`src/rtl/lcd_pkg.sv`:
```
// lcd_pkg: shared opcodes, address constants, FSM states and helpers for the LCD responder
package lcd_pkg;
  localparam logic [7:0] CMD_CLEAR = 8'h01;
  localparam logic [7:0] CMD_HOME  = 8'h02;
  localparam logic [7:0] CMD_ENTRY = 8'h04;
  localparam logic [7:0] CMD_DISP  = 8'h08;
  localparam logic [7:0] CMD_SHIFT = 8'h10;
  localparam logic [7:0] CMD_FUNC  = 8'h20;
  localparam logic [7:0] CMD_CGRAM = 8'h40;
  localparam logic [7:0] CMD_DDRAM = 8'h80;
  localparam logic [6:0] LINE0_BASE = 7'h00;
  localparam logic [6:0] LINE1_BASE = 7'h40;
  localparam logic [6:0] LINE_END   = 7'h27;
  localparam logic [7:0] BLANK      = 8'h20;
  typedef enum logic [1:0] {ST_IDLE, ST_EHIGH, ST_EXEC, ST_BUSY} state_e;
  // The opcode is the highest set bit of the instruction byte.
  function automatic logic [7:0] cmd_of(input logic [7:0] d);
    cmd_of = 8'h00;
    for (int i = 0; i < 8; i++) if (d[i]) cmd_of = 8'h01 << i;
  endfunction
  function automatic logic [6:0] ac_step(input logic [6:0] ac, input logic inc);
    if (inc) return ac == LINE_END ? LINE1_BASE : ac == (LINE1_BASE | LINE_END) ? LINE0_BASE : ac + 7'd1;
    return ac == LINE0_BASE ? (LINE1_BASE | LINE_END) : ac == LINE1_BASE ? LINE_END : ac - 7'd1;
  endfunction
endpackage

```
`src/rtl/lcd_ddram.sv`:
```
// lcd_ddram: 32-byte screen image with one-cycle blank fill, bus read port and registered readout
module lcd_ddram
  import lcd_pkg::*;
(
  input  logic       clk,
  input  logic       rst,
  input  logic       fill_i,
  input  logic       we_i,
  input  logic [4:0] waddr_i,
  input  logic [7:0] wdata_i,
  input  logic [4:0] raddr_i,
  output logic [7:0] rdata_o,
  input  logic [4:0] rd_addr_i,
  output logic [7:0] rd_char_o
);
  logic [7:0] mem_q [32];
  always_ff @(posedge clk) begin
    if (rst || fill_i) for (int i = 0; i < 32; i++) mem_q[i] <= BLANK;
    else if (we_i) mem_q[waddr_i] <= wdata_i;
    rd_char_o <= rst ? BLANK : mem_q[rd_addr_i];
  end
  assign rdata_o = mem_q[raddr_i];
endmodule

```
`src/rtl/lcd_responder.sv`:
```
// lcd_responder: HD44780-subset panel end of the E/RS/RW/DB bus with a 2x16 DDRAM image
module lcd_responder
  import lcd_pkg::*;
#(
  parameter int BUSY_CYCLES  = 4,
  parameter int CLEAR_CYCLES = 8
) (
  input  logic       clk,
  input  logic       reset,
  input  logic       lcde,
  input  logic       lcdrs,
  input  logic       lcdrw,
  input  logic [7:0] lcddata,
  output logic [7:0] lcddata_out,
  output logic       lcddata_oe,
  input  logic [4:0] rd_addr,
  output logic [7:0] rd_char,
  output logic [6:0] cursor_addr,
  output logic       disp_on,
  output logic       cursor_on,
  output logic       blink_on,
  output logic       busy,
  output logic       cmd_strobe,
  output logic       err_busy_write
);
  logic [10:0] s1_q, s2_q;
  logic        e_prev_q, rise, fall;
  state_e      state_q, state_d;
  logic [7:0]  cnt_q, cnt_d;
  logic [6:0]  ac_q, ac_d;
  logic        id_q, id_d;
  logic [2:0]  fl_q, fl_d;
  logic        rs_q, rw_q;
  logic [7:0]  dat_q, op, ram_rd, bus_byte;
  logic [7:0]  out_q, out_d;
  logic        oe_q, oe_d;
  logic        exec, wr_ok, ins, clr, home, dwr, drd, load;
  // Synchronizers run through reset so edge tracking resumes from the live E level.
  always_ff @(posedge clk) begin
    s1_q     <= {lcde, lcdrs, lcdrw, lcddata};
    s2_q     <= s1_q;
    e_prev_q <= s2_q[10];
  end
  assign rise = s2_q[10] & ~e_prev_q;
  assign fall = ~s2_q[10] & e_prev_q;
  assign exec  = state_q == ST_EXEC;
  assign op    = cmd_of(dat_q);
  assign wr_ok = exec & ~rw_q & ~busy;
  assign ins   = wr_ok & ~rs_q;
  assign clr   = ins & op == CMD_CLEAR;
  assign home  = ins & (op == CMD_CLEAR | op == CMD_HOME);
  assign dwr   = wr_ok & rs_q;
  assign drd   = exec & rw_q & rs_q;
  assign load  = dwr | (ins & op != 8'h00);
  assign bus_byte = ac_q[5:4] != 2'b00 ? BLANK : ram_rd;
  always_comb begin
    cnt_d = load ? 8'(home ? CLEAR_CYCLES : BUSY_CYCLES) : busy ? cnt_q - 8'd1 : cnt_q;
    ac_d  = ins && op == CMD_DDRAM ? (dat_q[5:0] > LINE_END[5:0] ? {dat_q[6], 6'h00} : dat_q[6:0])
          : home ? LINE0_BASE
          : ins && op == CMD_SHIFT && !dat_q[3] ? ac_step(ac_q, dat_q[2])
          : dwr || drd ? ac_step(ac_q, id_q) : ac_q;
    id_d  = clr ? 1'b1 : ins && op == CMD_ENTRY ? dat_q[1] : id_q;
    fl_d  = ins && op == CMD_DISP ? dat_q[2:0] : fl_q;
    oe_d  = rise && s2_q[8] ? 1'b1 : fall ? 1'b0 : oe_q;
    out_d = rise && s2_q[8] ? (s2_q[9] ? bus_byte : {busy, ac_q}) : out_q;
  end
  always_ff @(posedge clk) begin
    if (reset) begin
      cnt_q <= '0;
      ac_q  <= LINE0_BASE;
      id_q  <= 1'b1;
      fl_q  <= '0;
      out_q <= '0;
      oe_q  <= 1'b0;
      rs_q  <= 1'b0;
      rw_q  <= 1'b0;
      dat_q <= '0;
    end else begin
      cnt_q <= cnt_d;
      ac_q  <= ac_d;
      id_q  <= id_d;
      fl_q  <= fl_d;
      out_q <= out_d;
      oe_q  <= oe_d;
      if (fall) {rs_q, rw_q, dat_q} <= s2_q[9:0];
    end
  end
  always_ff @(posedge clk) state_q <= reset ? ST_IDLE : state_d;
  // A falling edge only executes when the matching rising edge was seen.
  always_comb begin
    state_d = state_q == ST_EHIGH ? (fall ? ST_EXEC : ST_EHIGH)
            : rise ? ST_EHIGH
            : state_q == ST_IDLE ? ST_IDLE
            : cnt_d != 8'd0 ? ST_BUSY : ST_IDLE;
  end
  always_comb begin
    busy           = cnt_q != 8'd0;
    cmd_strobe     = exec & (rw_q | ~busy);
    err_busy_write = exec & ~rw_q & busy;
  end
  assign lcddata_out = out_q;
  assign lcddata_oe  = oe_q;
  assign cursor_addr = ac_q;
  assign {disp_on, cursor_on, blink_on} = fl_q;
  lcd_ddram u_ram (
    .clk(clk),
    .rst(reset),
    .fill_i(clr),
    .we_i(dwr & ac_q[5:4] == 2'b00),
    .waddr_i({ac_q[6], ac_q[3:0]}),
    .wdata_i(dat_q),
    .raddr_i({ac_q[6], ac_q[3:0]}),
    .rdata_o(ram_rd),
    .rd_addr_i(rd_addr),
    .rd_char_o(rd_char)
  );
endmodule
```
`config.mk`:
```
export PLATFORM = sky130hd
export DESIGN_NAME = lcd_responder
export DESIGN_NICKNAME = d
export VERILOG_FILES = /design/src/rtl/lcd_pkg.sv /design/src/rtl/lcd_ddram.sv /design/src/rtl/lcd_responder.sv
export SDC_FILE = /design/constraint.sdc
export NUM_CORES = 1
export LEC_CHECK = 0
export BUFFER_PORTS_ARGS = -buffer_cell sky130_fd_sc_hd__buf_4
export CAP_MARGIN = 20
export CORE_MARGIN = 5
export CORE_UTILIZATION = 35
export CTS_CLUSTER_DIAMETER = 60
export DETAILED_ROUTE_END_ITERATION = 16
export PLACE_DENSITY = 0.48
export REMOVE_ABC_BUFFERS = 1
export SYNTH_ARGS = -nofsm -noshare
export SYNTH_HDL_FRONTEND = slang
export SYNTH_HIERARCHICAL = 1
export SYNTH_SLANG_ARGS = --single-unit
```
`constraint.sdc`:
```
create_clock -name clk -period 4.55 [get_ports clk]
set_clock_uncertainty 0.1 [all_clocks]
set_input_delay 0.455 -clock clk [delete_from_list [all_inputs] [get_ports clk]]
set_output_delay 0.455 -clock clk [all_outputs]
set_load 0.05 [all_outputs]
```
---- Yosys cells after proc, flatten, opt, wreduce, memory -nomap -nowiden ----
Memories as Yosys holds them, arrays and structs flattened. A register that Yosys moved wholly into a read port is not among the register bits.
Cells that the tools add are included.
W data, S select, Z words.
storage, ports and cells
  bits in registers ....................... 63
  memory bits (writable) .................. 256
  output and inout bits ................... 30
  word-level logic and storage cells ...... 116
  memories kept ........................... 1
memories
  memory       words  width  read ports  clocked after memory_dff  wr ports  line             text
  u_ram.mem_q  32     8      2           2                         32        lcd_ddram.sv:16  logic [7:0] mem_q [32];
cells by class
  $add $sub $neg .......................... 3
  order comparisons ....................... 1
  equality and inequality tests ........... 11
  multiplexer cells ....................... 45
  bitwise gates (word level) .............. 22
  reductions and logical operators ........ 20
operators with widths
  cell                   number
  $mux W8                12
  $mux W7                12
  $reduce_bool A8 Y1     3
  $mux W5                3
  $and A1 B1 Y1          14
  $eq A7 B7 Y1 const B   2
  $mux W1                11
  $mux W2                5
  $eq A8 B1 Y1 const B   1
  $eq A8 B2 Y1 const B   1
  $eq A8 B3 Y1 const B   1
  $eq A8 B4 Y1 const B   1
  $eq A8 B5 Y1 const B   1
  $eq A8 B8 Y1 const B   1
  $reduce_or A8 Y1       1
  $sub A8 B1 Y8 const B  1
  $add A7 B1 Y7 const B  1
  $eq A7 B6 Y1 const B   1
  $logic_not A7 Y1       1
  $sub A7 B1 Y7 const B  1
  $gt A6 B6 Y1 const B   1
  $logic_and A1 B1 Y1    6
  $mux W6                1
  $not A1 Y1             5
  other kinds (10)       15

---- Logic depth before layout (Yosys ltp) ----
  word-level depth ........................ 18
  depth in mapped cells ................... 12
  gate-level depth less buffers ........... 10

---- Hierarchy ----
The synthesis kept the hierarchy.
modules (own cells, without submodules)
  module         instances  cells an instance  area each (um2)
  lcd_ddram      1          925                14,079.8
  lcd_responder  1          315                2,758.9

---- Worst setup path after synthesis ----
Ideal clock, no wire load.
  path kind ............................... register -> register
  from .................................... register cnt_q[0]
  to ...................................... memory u_ram.mem_q[15][0] (enable)
  arrival ................................. 2,990 ps
  slack ................................... 1,076 ps
  cell stages (with the launch flop) ...... 12
  path buffers ............................ 2
  period minus slack after synthesis ...... 3,474 ps
  path through ............................ dfxtp_1 -> inv_1 -> ha_1 -> nor4b_4 -> and2_2 -> buf_2 -> inv_1 -> nor2_1 -> and3_1 -> nand4_1 -> clkbuf_1 -> o21ai_0
RTL lines
  element                 line                 text
  start, declared         lcd_responder.sv:29  logic [7:0] cnt_q, cnt_d;
  start signal, assigned  lcd_responder.sv:79  cnt_q <= cnt_d;
  end, declared           lcd_ddram.sv:16

==> impl_metrics.py <==
metrics = {
    "timing": {
        "min_period_over_period_pct": 73.4,
        "drv_slew": 0,
        "max_slew_margin_pct": 39.5,
        "worst_pin_slew_ps": 907,
        "hold_violations": 0,
        "rsz0062_at_grt": "no",
        "fmax_mhz": 299,
        "min_period_ps": 3340,
        "setup_violations": 0,
    },
    "synth": {
        "synth_flop_cell": "edfxtp_1",
        "synth.cell_area_um2": 16800,
        "synth_edf_count": 256,
        "synthTopCellsByCount": "edfxtp_1, and2_1, mux4_2",
        "yosys-top-cells-area": "edfxtp_1, mux4_2, dfxtp_1, and2_1, mux2i_1",
        "async_flop_share_pct": 0,
        "ys_ff_latch": 327,
        "synth_cell_types": 69,
        "yosysTopAreaCellShare_pct": 45.7,
        "synth-seq-area-share_pct": 54.1,
        "synth.largest_area_cell": "edfxtp_1",
        "yosysWarnings": 6,
        "postSynthCellCount": 1240,
        "syn_area_per_cell_um2": 13.6,
        "synth.most_common_cell": "edfxtp_1",
    },
    "critical_path": {
        "crit_slowest_cell": "nor2_2",
        "crit_path_frequent_cell": "buf_4",
        "path_max_fanout": 24,
        "r2r_setup_slack_ps": 1210,
        "criticalPathCategory": "register to register",
        "end_kind": "register",
        "crit_arrival_ps": 3500,
        "worst-path-buf-inv": 3,
        "startpoint_type": "register",
        "max_stage_delay_ps": 600,
        "crit_required_ps": 4710,
        "path_cells": "inv_1 > ha_1 > nor4b_4 > nand3_2 > nor2_1 > and3b_1 > nor2_2 > nand4bb_1 > buf_4 > o21ai_0 > buf_4",
        "path_delay_family": "simple AND/OR/NAND/NOR gates",
    },
    "clock_tree": {
        "numCtsBuffers": 41,
        "worstSkewPairLatency_ps": 570,
        "ctsResizeCount": 0,
        "clock_path_buffers": 3,
        "clkTransAtPathRegs_ps": 60,
        "cts_root_buf": "clkbuf_16",
        "postCtsSetupBuffers": 0,
        "clock-sinks": 327,
        "cts_tree": "done",
        "cts_max_level": 2,
    },
    "drt": {
        "drtPass1Iterations": 5,
        "drc": 0,
        "drt-initial-drc-count": 950,
        "vias": 10900,
        "detail_route.wl_per_cell_um": 26.0,
        "via_per_inst": 5.57,
        "drt_wl_total_mm": 50.7,
        "final_antenna_net_count": 0,
    },
    "placed_design": {
        "dp.cells": 1862,
        "place_area_um2": 18000,
        "post-dp-hpwl_mm": 34.6,
        "port_buffers": 47,
        "gp_congestion": 0.860,
    },
    "worst_hold_path": {
        "hp-class": "register to register",
    },
    "final_layout": {
        "final_core_util_pct": 41.0,
        "final_nets": 1322,
        "antenna_cells": 0,
        "drive_gt1_share_pct": 25.4,
        "synthToLayoutAreaGrowth_pct": 15.9,
        "layout.cells.non_filler": 1948,
        "final_area_um2": 19500,
    },
    "die": {
        "die_area_um2": 52600,
        "rows": 80,
        "die_x_um": 229,
        "die_y_um": 229,
        "core_um2": 47600,
        "start_util_pct": 35.3,
        "num_io_pins": 48,
    },
    "global_routing": {
        "grt_pass1_wl_mm": 74.9,
        "grt_max_degree": 58,
        "grt-ovfl-total": 0,
        "antenna_found_initial": 0,
        "grt_pass1_vias": 10600,
        "track_usage_pct": 19.1,
    },
    "pwr": {
        "leakage_nw": 6.75,
        "ir_worst_vdd_mv": 0.268,
        "powerDensity_nw_per_um2": 393,
    },
    "run_status": {
        "status": "finished, final reports clean",
    },
    "run": {
        "cap_viol_max_count": 0,
    },
}
-- cells by family (layout without fill, tap and decap cells) --
| kind of cell | Yosys count | after routing | share of synthesized area [%] |
|---|---|---|---|
| compound gates | 137 | 137 | 5.25 |
| xor+xnor | 7 | 7 | 0.364 |
| fa+ha+maj | 3 | 3 | 0.223 |
| buf+inv | 109 | 202 | 2.76 |
| flops | 327 | 327 | 54.1 |
| mux | 191 | 191 | 21.4 |
| simple gates | 466 | 466 | 15.9 |
-- cells in the final DEF, fill, tap and decap left out, drive strengths merged, types with 11 or more instances in the layout --
cell / count
buf: 104
or3: 36
mux2i: 48
dfxtp: 71
a21oi: 32
and2: 228
nand3: 14
nor3: 13
clkbuf: 51
nand2: 47
mux4: 134
a22oi: 14
o21ai: 43
inv: 16
dlygate4sd3: 11
edfxtp: 256
clkinv: 14
nor2: 77
-- registers in the layout, summed over array words and instances, names as in the netlist, 2 cells and up --
register and count:
s1_q 11, fl_q 3, u_ram/rd_char_o 8, cnt_q 8, cursor_addr 7, state_q 2
s2_q 11, dat_q 8, u_ram/mem_q 256, lcddata_out 8
-- final timing paths --
path,start,end,depth (start not counted)
worst max-delay path,cnt_q[0],u_ram/mem_q[20][4],11
worst min-delay path,s1_q[8],s2_q[8],0
worst max register to register,cnt_q[0],u_ram/mem_q[20][4],11
worst min register to register,s1_q[8],s2_q[8],0
-- per-stage QoR --
| step | hold WS, ps | setup slack (ps) | total power, mW | TNS, ps |
|---|---|---|---|---|
| global placement | 210 | 1240 | 4.41 | 0 |
| finish | 225 | 1210 | 7.67 | 0 |
| global route | 234 | 967 | 7.96 | 0 |
| floorplan | 210 | -1540 | 4.04 | -333100 |
| detailed placement | 212 | 1220 | 4.41 | 0 |
| CTS | 226 | 1210 | 7.75 | 0 |
-- worst reg2reg max path: stages, from the launching register on --
cell and delay (ps):
dfxtp_1 400, inv_1 90, ha_1 250, nor4b_4 160, nand3_2 120, nor2_1 70
and3b_1 200, nor2_2 600, nand4bb_1 170, buf_4 270, o21ai_0 380, buf_4 230
-- area by class of cell --
cell class              count  area [um2]
repair buffers            115         928
flip-flops and latches    327        9120
inverters                  12        45.0
multi-input cells         804        7270
clock inverters            24         216
well taps                 615         769
fillers                  4435       28100
clock buffers              51        1170
-- repair_timing --
| action | in CTS | in global routing |
|---|---|---|
| setup endpoints to repair | 0 | 0 |
| hold endpoints to repair | 11 | 0 |
| hold buffers | 11 | 0 |
-- per-layer routing --
| layer | share of wire, % | up-vias | track usage, % |
|---|---|---|---|
| li1 | - | 4862 | - |
| met1 | 45 | 5598 | 27.5 |
| met2 | 47 | 331 | 30.1 |
| met3 | 5.1 | 68 | 3.47 |
| met4 | 2.7 | 0 | 5.11 |
| met5 | 0 | - | 0 |
-- where the power goes --
| part | total (mW) | internal (mW) | switching, mW | leakage (nW) |
|---|---|---|---|---|
| Sequential | 3.46 | 3.33 | 0.126 | 3.12 |
| Clock | 3.31 | 2.00 | 1.31 | 0.673 |
| Combinational | 0.895 | 0.354 | 0.541 | 2.96 |
No activity file was read; power rests on OpenSTA's default activity.
